<file path="config.mk">
export PLATFORM = sky130hd
export DESIGN_NAME = bf_run_ctrl
export DESIGN_NICKNAME = d
export VERILOG_FILES = /design/src/rtl/bf_run_ctrl.sv
export SDC_FILE = /design/constraint.sdc
export NUM_CORES = 1
export LEC_CHECK = 0
export ABC_AREA = 1
export CORE_UTILIZATION = 45
export DETAILED_ROUTE_END_ITERATION = 6
export PLACE_DENSITY = 0.77
export SYNTH_ARGS = -nofsm -noshare
export SYNTH_HDL_FRONTEND = slang
export SYNTH_SLANG_ARGS = --single-unit
</file>
<file path="constraint.sdc">
create_clock -name clk -period 2.45 [get_ports clk]
set_input_delay 0.3675 -clock clk [delete_from_list [all_inputs] [get_ports clk]]
set_output_delay 0.3675 -clock clk [all_outputs]
set_load 0.02 [all_outputs]
</file>
<file path="src/rtl/bf_run_ctrl.sv">
`timescale 1ns/1ps
// Run controller for the brainfuck core: streams a program into program RAM,
// zeroes data RAM, releases the core and freezes it once it fetches a 0x00 opcode.
module bf_run_ctrl #(
  parameter int PROG_ADDR_WIDTH = 8,
  parameter int DATA_ADDR_WIDTH = 8,
  parameter int VALUE_WIDTH     = 8
) (
  input  logic                       clk,
  input  logic                       reset,
  input  logic                       load_start,
  input  logic                       abort,
  input  logic [VALUE_WIDTH-1:0]     in_data,
  input  logic                       in_valid,
  output logic                       in_ready,
  input  logic [PROG_ADDR_WIDTH-1:0] core_prog_addr,
  input  logic                       core_prog_ren,
  input  logic [DATA_ADDR_WIDTH-1:0] core_data_addr,
  input  logic [VALUE_WIDTH-1:0]     core_data_wval,
  input  logic                       core_data_wen,
  input  logic                       core_data_ren,
  input  logic [VALUE_WIDTH-1:0]     prog_rval,
  output logic                       core_reset,
  output logic                       core_en,
  output logic [PROG_ADDR_WIDTH-1:0] pm_addr,
  output logic [VALUE_WIDTH-1:0]     pm_wval,
  output logic                       pm_wen,
  output logic                       pm_ren,
  output logic [DATA_ADDR_WIDTH-1:0] dm_addr,
  output logic [VALUE_WIDTH-1:0]     dm_wval,
  output logic                       dm_wen,
  output logic                       dm_ren,
  output logic                       busy,
  output logic                       done,
  output logic                       overflow,
  output logic [PROG_ADDR_WIDTH:0]   prog_len,
  output logic [31:0]                run_cycles
);

  typedef enum logic [2:0] {
    S_IDLE,
    S_LOAD,
    S_CLEAR,
    S_RUN,
    S_DONE
  } state_t;

  localparam logic [PROG_ADDR_WIDTH:0]   PTR_LAST   = {1'b0, {PROG_ADDR_WIDTH{1'b1}}};
  localparam logic [DATA_ADDR_WIDTH-1:0] CLEAR_LAST = {DATA_ADDR_WIDTH{1'b1}};

  state_t                     state;
  logic [PROG_ADDR_WIDTH:0]   ptr;
  logic [DATA_ADDR_WIDTH-1:0] clr_addr;
  logic                       ld_wen;
  logic                       ld_term;
  logic [PROG_ADDR_WIDTH-1:0] ld_addr;
  logic [VALUE_WIDTH-1:0]     ld_wval;
  logic                       fetch_pend;

  // Accepted bytes land in the ld_* registers and are written one cycle later;
  // ld_term marks the write that ends the load.
  always_ff @(posedge clk or posedge reset) begin
    if (reset) begin
      state      <= S_IDLE;
      ptr        <= '0;
      clr_addr   <= '0;
      ld_wen     <= 1'b0;
      ld_term    <= 1'b0;
      ld_addr    <= '0;
      ld_wval    <= '0;
      fetch_pend <= 1'b0;
      in_ready   <= 1'b0;
      core_reset <= 1'b1;
      core_en    <= 1'b1;
      busy       <= 1'b0;
      done       <= 1'b0;
      overflow   <= 1'b0;
      prog_len   <= '0;
      run_cycles <= '0;
    end else if (abort) begin
      state      <= S_IDLE;
      ld_wen     <= 1'b0;
      ld_term    <= 1'b0;
      fetch_pend <= 1'b0;
      in_ready   <= 1'b0;
      core_reset <= 1'b1;
      core_en    <= 1'b1;
      busy       <= 1'b0;
      done       <= 1'b0;
    end else begin
      ld_wen     <= 1'b0;
      fetch_pend <= 1'b0;
      case (state)
        S_IDLE, S_DONE: begin
          if (load_start) begin
            state      <= S_LOAD;
            ptr        <= '0;
            ld_term    <= 1'b0;
            prog_len   <= '0;
            overflow   <= 1'b0;
            run_cycles <= '0;
            in_ready   <= 1'b1;
            core_reset <= 1'b1;
            core_en    <= 1'b1;
            busy       <= 1'b1;
            done       <= 1'b0;
          end
        end
        S_LOAD: begin
          if (ld_wen) begin
            prog_len <= ptr;
          end
          if (ld_wen && ld_term) begin
            state    <= S_CLEAR;
            clr_addr <= '0;
          end else if (in_valid && in_ready) begin
            ld_wen  <= 1'b1;
            ld_addr <= ptr[PROG_ADDR_WIDTH-1:0];
            ptr     <= ptr + 1'b1;
            // The last slot always holds a terminator, even if the stream has more.
            if (ptr == PTR_LAST && in_data != '0) begin
              ld_wval  <= '0;
              overflow <= 1'b1;
              ld_term  <= 1'b1;
              in_ready <= 1'b0;
            end else begin
              ld_wval <= in_data;
              if (in_data == '0) begin
                ld_term  <= 1'b1;
                in_ready <= 1'b0;
              end
            end
          end
        end
        S_CLEAR: begin
          clr_addr <= clr_addr + 1'b1;
          if (clr_addr == CLEAR_LAST) begin
            state      <= S_RUN;
            core_reset <= 1'b0;
          end
        end
        S_RUN: begin
          fetch_pend <= core_prog_ren;
          if (run_cycles != 32'hFFFF_FFFF) begin
            run_cycles <= run_cycles + 32'd1;
          end
          // A zero opcode returned for a real fetch is the program end.
          if (fetch_pend && prog_rval == '0) begin
            state      <= S_DONE;
            fetch_pend <= 1'b0;
            core_en    <= 1'b0;
            busy       <= 1'b0;
            done       <= 1'b1;
          end
        end
        default: begin
          state <= S_IDLE;
        end
      endcase
    end
  end

  always_comb begin
    pm_addr = ld_addr;
    pm_wval = ld_wval;
    pm_wen  = ld_wen;
    pm_ren  = 1'b0;
    dm_addr = clr_addr;
    dm_wval = '0;
    dm_wen  = (state == S_CLEAR);
    dm_ren  = 1'b0;
    if (state == S_RUN) begin
      pm_addr = core_prog_addr;
      pm_wval = '0;
      pm_wen  = 1'b0;
      pm_ren  = core_prog_ren;
      dm_addr = core_data_addr;
      dm_wval = core_data_wval;
      dm_wen  = core_data_wen;
      dm_ren  = core_data_ren;
    end
  end

endmodule

</file>
# == Word-level counts from Yosys, hierarchy flattened ==
# Index checks and enable logic that the tools add are counted.
# totals
out_inout_bits,83
wordCells,128
regBits,86
in_bits,48
# op_classes
eq_ne,21
addsub,3
bitwise_logic,2
reduce_logical,25
n_mux,61
# op_table
operator,count
$mux W32,2
$pmux W32 S2,1
$mux W8,6
$mux W9,4
$pmux W9 S2,2
$mux W1,33
$add A32 B1 Y32 const B,1
$ne A32 B32 Y1 const B,1
$ne A3 B3 Y1 const B,6
$logic_not A8 Y1,2
$pmux W8 S2,1
$reduce_and A4 Y1,4
$mux W3,5
$ne A2 B2 Y1 const B,7
$pmux W1 S2,6
$pmux W3 S4,1
$reduce_and A5 Y1,2
$add A9 B1 Y9 const B,1
$eq A9 B8 Y1 const B,1
$reduce_and A3 Y1,3
$reduce_bool A3 Y1,3
$add A8 B1 Y8 const B,1
$eq A8 B8 Y1 const B,1
$reduce_bool A8 Y1,1
10 further kinds,17

# == Longest topological paths before layout ==
# Gate-level depths: netlist of run 1.
# logic_depth
word_depth,7
ltp_mapped,12
depth_no_buf,11

# == Worst setup path before layout of run 1 ==
# No wires, ideal clock.
# synth_path
path_type,register to register
start,register run_cycles[0]
end,register run_cycles[11]
synth_period_minus_slack_ns,1.810
path_stages_with_launch,12
n_path_buf,1
required_time_ns,2.332
setup_time_ns,0.118
slack_ns,0.640
arrival_ns,1.692
cell_sequence,dfrtp_1 > ha_1 > nand2_1 > nor2_4 > nand2_4 > nor2_8 > nand2_4 > nand2_8 > nand2_8 > buf_2 > nand3_1 > nand2_1
# synth_via
elab_chain_cells,3
elab_cells_between_ends,6
classes_between,add/sub: 1; eq/ne: 2; mux: 2; reduce/logical: 1
# synth_lines
item,line_no,text
start: declaration,37,output logic [31:0] run_cycles
start signal: assignment,145,run_cycles <= run_cycles + 32'd1;
$add A32 B1 Y32 or $ne A32 B32 Y1 (tied branches),"145, 144",
$mux W32 or $ne A2 B2 Y1 (tied branches),-,
$pmux W32 S2 or $reduce_and A4 Y1 (tied branches),-,
# Several ways; a longest one is shown, not always the timed one. The select of a mux whose other input is x is not followed.
# A chain may end at the register's enable or synchronous reset.

# == Final worst setup path of run 1 ==
# layout_path
start,register state[0]
end,output port pm_addr[3]
# layout_via
elab_chain_cells,2
# layout_lines
item,line_no,text
start: declaration,51,state_t state;
start signal: assignment,64,state <= S_IDLE;
start signal: assignment,81,state <= S_IDLE;
start signal: assignment,96,state <= S_LOAD;
$eq A3 B2 Y1,172,if (state == S_RUN) begin
$mux W8,172,
end: declaration,25,"output logic [PROG_ADDR_WIDTH-1:0] pm_addr,"
# Every way passes these cells.

==> run summary, run 1 <==
Clock-pin slew on the worst setup and hold paths = 0.06 ns
Clk_lat worst skew = 0.35 ns
Synth top area cells = dfrtp_1 (40%), nand2_1 (19%), nor2_1 (8.8%)
Synth Instances = 774
Compound-cell area share of the yosys netlist = 8.28%
Cts bufs inserted = 9
Die Height = 110 um
Final Power = 5.71 mW
Largest net degree at the start of global routing = 47
Leakage Power = 3.25 nW
Drt drc = 0
Final setup skew = 0.00410 ns
Drt wl/cell = 12.7 um
Reg2Reg Setup Slack = 0.54 ns
RSZ-0062 raised after global routing = no
PostCTS Resize Cnt = 1
Syn Area/Cell = 6.83 um2
H-tree depth = 3
Metal2 WL = 6560 um
Ys async rst share = 100%
Buffers on Ports = 130
Routed wire length = 13400 um
Setup crit end kind = output port
Gr usage total = 22.9%
Top_reg_cell synth = dfrtp_1
Met3 WL = 648 um
Sink Count = 86
Gp weighted congestion = 0.871
Max cap viols = 0
Diode count = 0
Final hold violation count = 0
VDD IR-drop max = 0.000854 V
Netlist Area Pre-Place = 5290 um2
Largest family of logic cells by synthesized area = simple AND/OR/NAND/NOR gates
Die width = 110 um
#FFs+latches synth = 86
First-pass GRT wire length = 23000 um
Warnings, synthesis = 0
Post-synth top cells = nand2_1 (269), nor2_1 (124), dfrtp_1 (84)
CTS tree = yes
Vias post-DR = 5177
Cell Rows = 39
First-pass iteration count of the detailed router = 4
Final Cell Area = 7070 um2
Slew @ Worst Pin = 0.522 ns
Hold WC Path Type = in2async
Outcome = completed
Synth Area in Simple Gates = 40.3%
Fin cells = 1053
Tmin final = 2.35 ns
Crit share post-route = 95.7%
Gr ovfl total = 0
Post-synth EDFFs = 0
Post-synthesis sequential area ratio = 40.7%
Synthesized-area fraction occupied by adder cells = 0.946%
Share of the synthesized area in the top cell type = 39.7%
Final core occ = 61.9%
Area delta synth->final = 33.6%
Slew headroom = 65.1%
Max FO, Critical Path = 22
Io pins = 131
Power Density = 808 nW/um2
CTS hold repair buffers = 0
CP Data Required Time = 2.08 ns
Count leader, synth = nand2_1
Worst Path Arrival = 1.98 ns
# nets final = 957
# placed instances = 1037
Clk buf depth = 2
Setup tns final = 0 ns
Drt initial violations = 272
Syn_nets = 826
Initial antenna violation count = 0
Metal1 wirelength = 5960 um
Setup crit start kind = register
Slew Viols, Final = 0
Final Setup Violations = 0
Post-synthesis mux area share = 0%
Share of layout cells above drive strength 1 = 8.24%
Vias per cell = 4.92
Core Footprint = 11400 um2
Initial Util = 46.3%
ANT nets after route = 0
Postcts setup bufs = 0
Placed Area = 6740 um2
Synth Area in XOR/XNOR = 1.16%
Root Driver = clkbuf_16
Max Freq = 426 MHz
Top Layer Used = met4
Die area = 12200 um2
Crit Path Class = reg2out
DP HPWL = 9720 um
Largest area contributor in the netlist = dfrtp_1
Vias in the first global route = 4942
Synth unique cells = 43
## cell families (layout without fill, tap and decap cells)
family / after synthesis / count (layout)
fa+ha+maj: 4 / 4
xor+xnor: 7 / 7
flops: 86 / 86
buf+inv: 109 / 245
compound gates: 77 / 77
simple gates: 491 / 491
## final timing paths
path / startpoint / to / depth (start not counted)
setup reg to reg: state[2]$_DFFE_PP0P_ / run_cycles[20]$_DFFE_PP0P_ / 8
max in group asynchronous: reset / run_cycles[23]$_DFFE_PP0P_ / 3
min in group clk: core_en$_DFFE_PP1P_ / core_en$_DFFE_PP1P_ / 2
hold / removal: reset / run_cycles[2]$_DFFE_PP0P_ / 2
hold reg to reg: core_en$_DFFE_PP1P_ / core_en$_DFFE_PP1P_ / 2
setup / recovery: state[0]$_DFFE_PP0P_ / pm_addr[3] / 5
## cell usage in the layout, fill, tap and decap left out, drive strengths merged, types with 3 or more instances in the layout
master         instances
nand3                 54
o21ai                 43
a21oi                 17
clkbuf                10
nor3                   4
clkdlybuf4s50        125
buf                    8
nand4                  6
dfrtp                 84
inv                   91
o21bai                 3
nor2                 135
o22ai                  9
clkinvlp               3
dlymetal6s2s           5
xor2                   5
ha                     4
nand2                287
## layer usage
| layer | vias to the layer above | track usage, % |
|---|---|---|
| met1 | 2366 | 28.3 |
| met5 | - | 0 |
| met2 | 121 | 39.5 |
| li1 | 2670 | - |
| met4 | 0 | 6.67 |
| met3 | 20 | 5.71 |
## cell type report
type | instances | area, um2
repair buffers | 138 | 1390
well taps | 143 | 179
clock inverters | 6 | 67.6
inverters | 91 | 360
flip-flops and latches | 86 | 2150
multi-input cells | 579 | 2680
clock buffers | 10 | 239
fillers | 1045 | 4350
## power breakdown
group | switching (mW) | total (mW) | internal [mW] | leakage (nW)
registers | 0.157 | 1.82 | 1.67 | 1.16
logic | 1.54 | 2.47 | 0.933 | 1.95
clock network | 0.592 | 1.41 | 0.823 | 0.145
total | 2.29 | 5.71 | 3.42 | 3.25
## per-stage QoR
step | setup WS, ns | hold slack (ns)
detailed placement | 0.206 | 0.464
floorplan | 0.640 | 0.442
finish | 0.105 | 0.384
CTS | 0.0558 | 0.396
global placement | 0.261 | 0.457
global route | 0.00813 | 0.430
## sequential cells by signal (all words and copies together) (netlist names)
signal and count:
ld_wval 8, core_reset 1, ptr 9, ld_term 1
clr_addr 8, busy 1, fetch_pend 1, done 1
state 3, core_en 1, ld_wen 1, prog_len 9
ld_addr 8, run_cycles 32, in_ready 1, overflow 1
## worst max-delay path: stages (launching register included)
cell and delay, ns:
dfrtp_1 0.43, nand3_2 0.18, buf_6 0.25, nand2_1 0.09, nand2_1 0.08, clkdlybuf4s50_1 0.59
(Power assumes the default switching activity.)
==> run 2, diff against run 1 <==
--- a/config.mk
+++ b/config.mk
@@ -9,6 +9,7 @@
 export CORE_UTILIZATION = 45
 export DETAILED_ROUTE_END_ITERATION = 6
 export PLACE_DENSITY = 0.77
+export SLEW_MARGIN = 5
 export SYNTH_ARGS = -nofsm -noshare
 export SYNTH_HDL_FRONTEND = slang
 export SYNTH_SLANG_ARGS = --single-unit
==> results of run 2 <==
Final layout, timing and power as in run 1 (identical DEF).
